### src/rtl/fetch_unit.sv
// fetch_unit: single-outstanding instruction fetcher that owns the architectural PC.
// Optional FETCH_MISALIGN_TRAP_EN: a redirect to a target with bit 1 set traps into HALT instead of being aligned down.
// state   | meaning
// IDLE    | post-reset bubble, no request
// FETCH   | request to imem (or a one-cycle gap after a same-cycle redirect)
// HOLD    | word valid, waiting for decode to accept
// DISCARD | draining the stale response of a redirected fetch
// HALT    | misaligned redirect trapped (only with the macro)
module fetch_unit #(
  parameter logic [31:0] RESET_PC  = 32'h0000_0000,
  parameter logic [31:0] NOP_INSTR = 32'h0000_0013
) (
  input  logic        clk,
  input  logic        reset,
  output logic        imem_req,
  output logic [31:0] imem_addr,
  input  logic [31:0] imem_rdata,
  input  logic        imem_rvalid,
  input  logic        PCSrc,
  input  logic        Jalr,
  input  logic [31:0] pc_target,
  input  logic [31:0] jalr_target,
  output logic [31:0] instr,
  output logic [31:0] pc,
  output logic [31:0] pc_plus4,
  output logic        instr_valid,
  input  logic        instr_ready,
  output logic        misalign
);

  localparam logic [2:0] ST_IDLE    = 3'd0;
  localparam logic [2:0] ST_FETCH   = 3'd1;
  localparam logic [2:0] ST_HOLD    = 3'd2;
  localparam logic [2:0] ST_DISCARD = 3'd3;
`ifdef FETCH_MISALIGN_TRAP_EN
  localparam logic [2:0] ST_HALT    = 3'd4;
`endif

  logic [2:0]  state_q, state_d;
  logic [31:0] pc_q, pc_d;
  logic [31:0] instr_q, instr_d;
  logic        valid_q, valid_d;
  logic        gap_q, gap_d;
  logic [31:0] tgt_raw, tgt;

  assign tgt_raw = Jalr ? {jalr_target[31:1], 1'b0} : pc_target;

`ifdef FETCH_MISALIGN_TRAP_EN
  logic misalign_q, misalign_d;
  logic unused_jalr_lsb;
  assign tgt             = tgt_raw;
  assign unused_jalr_lsb = jalr_target[0];
  assign misalign        = misalign_q;
`else
  logic unused_tgt_bits;
  assign tgt             = {tgt_raw[31:2], 2'b00};
  assign unused_tgt_bits = ^{jalr_target[0], tgt_raw[1:0]};
  assign misalign        = 1'b0;
`endif

  assign pc_plus4    = pc_q + 32'd4;
  assign pc          = pc_q;
  assign imem_addr   = pc_q;
  assign instr       = instr_q;
  assign instr_valid = valid_q;
  // gap_q suppresses the request for the cycle after a redirect that coincided with rvalid
  assign imem_req    = (state_q == ST_FETCH) && !gap_q;

  always_comb begin
    state_d = state_q;
    pc_d    = pc_q;
    instr_d = instr_q;
    valid_d = valid_q;
    gap_d   = 1'b0;
`ifdef FETCH_MISALIGN_TRAP_EN
    misalign_d = misalign_q;
`endif
    case (state_q)
      ST_IDLE: state_d = ST_FETCH;
      ST_FETCH: begin
        if (PCSrc) begin
          pc_d = tgt;
          if (!gap_q) begin
            if (imem_rvalid) gap_d = 1'b1;
            else             state_d = ST_DISCARD;
          end
        end else if (imem_rvalid && !gap_q) begin
          instr_d = imem_rdata;
          valid_d = 1'b1;
          state_d = ST_HOLD;
        end
      end
      ST_HOLD: begin
        if (PCSrc) begin
          pc_d    = tgt;
          valid_d = 1'b0;
          instr_d = NOP_INSTR;
          state_d = ST_FETCH;
        end else if (instr_ready) begin
          pc_d    = pc_plus4;
          valid_d = 1'b0;
          instr_d = NOP_INSTR;
          state_d = ST_FETCH;
        end
      end
      ST_DISCARD: begin
        if (PCSrc)       pc_d    = tgt;
        if (imem_rvalid) state_d = ST_FETCH;
      end
`ifdef FETCH_MISALIGN_TRAP_EN
      ST_HALT: state_d = ST_HALT;
`endif
      default: state_d = ST_IDLE;
    endcase
`ifdef FETCH_MISALIGN_TRAP_EN
    if (PCSrc && tgt[1] &&
        (state_q == ST_FETCH || state_q == ST_HOLD || state_q == ST_DISCARD)) begin
      state_d    = ST_HALT;
      pc_d       = tgt;
      valid_d    = 1'b0;
      instr_d    = NOP_INSTR;
      gap_d      = 1'b0;
      misalign_d = 1'b1;
    end
`endif
  end

  always_ff @(posedge clk or negedge reset) begin
    if (!reset) begin
      state_q <= ST_IDLE;
      pc_q    <= RESET_PC;
      instr_q <= NOP_INSTR;
      valid_q <= 1'b0;
      gap_q   <= 1'b0;
    end else begin
      state_q <= state_d;
      pc_q    <= pc_d;
      instr_q <= instr_d;
      valid_q <= valid_d;
      gap_q   <= gap_d;
    end
  end

`ifdef FETCH_MISALIGN_TRAP_EN
  always_ff @(posedge clk or negedge reset) begin
    if (!reset) misalign_q <= 1'b0;
    else        misalign_q <= misalign_d;
  end
`endif

endmodule

### config.mk
export PLATFORM = sky130hd
export DESIGN_NAME = fetch_unit
export DESIGN_NICKNAME = d
export VERILOG_FILES = /design/src/rtl/fetch_unit.sv
export SDC_FILE = /design/constraint.sdc
export NUM_CORES = 1
export LEC_CHECK = 0
export CAP_MARGIN = 20
export CORE_MARGIN = 2
export CORE_UTILIZATION = 35
export DETAILED_ROUTE_END_ITERATION = 8
export PLACE_DENSITY = 0.74
export SYNTH_ARGS = -nofsm -noshare
export SYNTH_HDL_FRONTEND = slang
export SYNTH_SLANG_ARGS = --single-unit
### constraint.sdc
create_clock -name clk -period 2.35 [get_ports clk]
set_input_delay 0.5875 -clock clk [delete_from_list [all_inputs] [get_ports clk]]
set_output_delay 0.5875 -clock clk [all_outputs]
set_load 0.05 [all_outputs]
==> results_dict.tcl <==
set metrics [dict create \
    post_dp_cell_area_sq_um 7460 \
    n_antenna_cell 0 \
    grt_use_met2_pct 44.6 \
    grt_pass1_vias 4936 \
    syn_inst 455 \
    drt-initial-drc-count 301 \
    hold_violations 0 \
    max_freq_mhz 374 \
    grt_pass1_wl_um 26500 \
    synth_area_leader_cell "dfrtp_1" \
    grt_max_degree 42 \
    synth-edff-count 0 \
    max_slew_margin_pct 52.4 \
    yosys_warnings 0 \
    rows 40 \
    tightestPinTransition_ps 713 \
    crit_type "reg -> out" \
    cts_sinks 66 \
    slew_viol_final 0 \
    drive_gt1_share_pct 38.9 \
    ys_top_cells_by_area "dfrtp_1 (37%), buf_4 (6.5%), a22o_1 (6.0%)" \
    async_reset_ff_share_pct 100 \
    port_buffers 221 \
    final_common_cell "clkdlybuf4s50_1" \
    clk_latency_ps 330 \
    min_path_type "in -> async" \
    p_per_area_nw_per_um2 1040 \
    cp-end-kind "output port" \
    wl_per_cell_um 19.8 \
    grt_usage_pct 25.9 \
    gr-max-usage-layer "met2" \
    skew_ps 9.53 \
    wl_um 17800 \
    grtUsageMet1_pct 32.5 \
    ir_drop_uv 579 \
    io_pins 233 \
    syn2layout_area_growth_pct 102 \
    netlist.area_leader.share_pct 37.1 \
    cp.arrival_ps 2080 \
    antenna_left 0 \
    initial_core_util_pct 35.6 \
    setup_slack_ps -322 \
    synth_seq_cells 66 \
    grt_use_met3_pct 4.71 \
    die_w_um 114 \
    cts_tree "yes" \
    setup_violations 25 \
    h-tree-depth 3 \
    num-fill-cells 803 \
    die_area_sq_um 13100 \
    clkTransAtPathRegs_ps 60 \
    failed_checks "negative setup slack" \
    antenna_found_initial 0 \
    cp-start-kind "register" \
    root_buffer "clkbuf_16" \
    netlist_area_sq_um 4250 \
    cts_max_path_buffers 2 \
    cts-buffers-inserted 9 \
    viasPerCell 5.44 \
    postSynthAreaPerCell_sq_um 9.35 \
    synth_cell_types 52 \
    layout_common_cells "clkdlybuf4s50_1 (163), buf_4 (103), dfrtp_1 (36), buf_12 (31), a22o_1 (29)" \
    worst-endpoint-required_ps 1760 \
    power.leakage_nw 3.83 \
    place_ws_ps -4.83 \
    crit_fanout 5 \
    ys.flop_type "dfrtp_1" \
    vias 4883 \
    core_sq_um 12000 \
    dp_hpwl_um 11900 \
    outcome "complete, but fails checks" \
    grt_setup_unrepaired "yes" \
    fin_crit_sh_pct 114 \
    grt-ovfl-total 0 \
    finalCriticalPeriod_ps 2670 \
    drc 0 \
    final_cell_area_sq_um 8610 \
    gp_congestion 0.864 \
    post-route-util_pct 72.0 \
    dieHeight_um 114 \
    layout.nets 848 \
    maxCapViolCount 0 \
    seq_area_frac_synth_pct 38.9 \
    first_pass_iters 5 \
]
## synthesized netlist by cell type, types with 3 or more instances
| cell type | instances |
|---|---|
| xnor2_1 | 16 |
| o22ai_1 | 7 |
| and2_1 | 3 |
| and3_1 | 7 |
| a22o_1 | 29 |
| buf_4 | 37 |
| xor2_1 | 12 |
| a211oi_1 | 3 |
| dfrtp_1 | 63 |
| mux2i_1 | 17 |
| mux2_2 | 10 |
| o21ai_0 | 22 |
| a311oi_1 | 3 |
| nor3_1 | 11 |
| nand4_1 | 8 |
| nand2_1 | 24 |
| a2bb2oi_1 | 7 |
| inv_1 | 8 |
| a21oi_1 | 26 |
| clkbuf_1 | 26 |
| buf_2 | 5 |
| dfstp_2 | 3 |
| nor2b_1 | 6 |
| a31oi_1 | 8 |
| nor2_1 | 34 |
| nand3_1 | 23 |
| nor4_4 | 3 |
## state kept, by name, indices dropped and copies added (netlist names)
| signal | cells |
|---|---|
| instr | 32 |
| imem_addr | 30 |
| state_q | 2 |
| gap_q | 1 |
| instr_valid | 1 |
## metal layers
layer | share of wire [%] | wire [um]
met1 | 38 | 6840
met2 | 52 | 9240
met3 | 6.5 | 1160
met4 | 3.2 | 562
met5 | 0 | 0
## through the flow
stage	power [mW]	TNS, ps	hold WS [ps]	cells
finish	8.95	-4630	301	897
floorplan	5.21	-1950	292	461
global placement	7.09	-7500	447	819
global route	9.24	-6330	356	897
CTS	8.80	-3200	324	875
detailed placement	7.18	-4.83	451	820
## critical path: stages (launching register included)
cell,delay [ps]
dfrtp_4,430
nand4_4,180
buf_6,180
nor4_4,400
nand3_2,210
xnor2_4,200
buf_12,150
## cells by family after synthesis
logic type | synth area share [%]
fa+ha+maj | 0.294
other cells | 0.0882
compound gates | 19.5
flops | 38.9
mux | 6.65
buf+inv | 10.4
xor+xnor | 5.76
simple gates | 18.4
## path summary, 6_finish.rpt
check / cells past startpoint / slack, ps / startpoint / to
setup / recovery: 6 / -320 / imem_addr[6] / pc_plus4[28]
hold / removal: 1 / 300 / reset / imem_addr[9]
setup reg to reg: 15 / -140 / imem_addr[8] / imem_addr[22]
hold reg to reg: 2 / 460 / instr[1] / instr[1]
max in group asynchronous: 2 / 1310 / reset / instr[0]
min in group clk: 2 / 460 / instr[1] / instr[1]
## power breakdown
part           leakage, nW  internal (mW)  switching (mW)
Sequential           0.768           1.53           0.317
Clock                0.160          0.967           0.535
Combinational         2.91           2.17            3.42
## what timing repair did
action / in CTS / in global routing
gates resized for setup: 46 / 46
endpoints found under the setup margin: 23 / 36
setup buffers: 39 / 27
hold buffers: 0 / 0
pin swaps: 38 / 38
## cell type report
cell class / instances / area, sq um / area share [%]
timing repair buffer: 342 / 3530 / 40.9
sequential: 66 / 1690 / 19.7
multi-input combinational: 318 / 2850 / 33.1
tap: 147 / 184 / 2.14
clock inverter: 5 / 86.3 / 1.00
inverter: 8 / 30.0 / 0.349
clock buffer: 11 / 243 / 2.82
No activity file was read; power rests on OpenSTA's default activity.
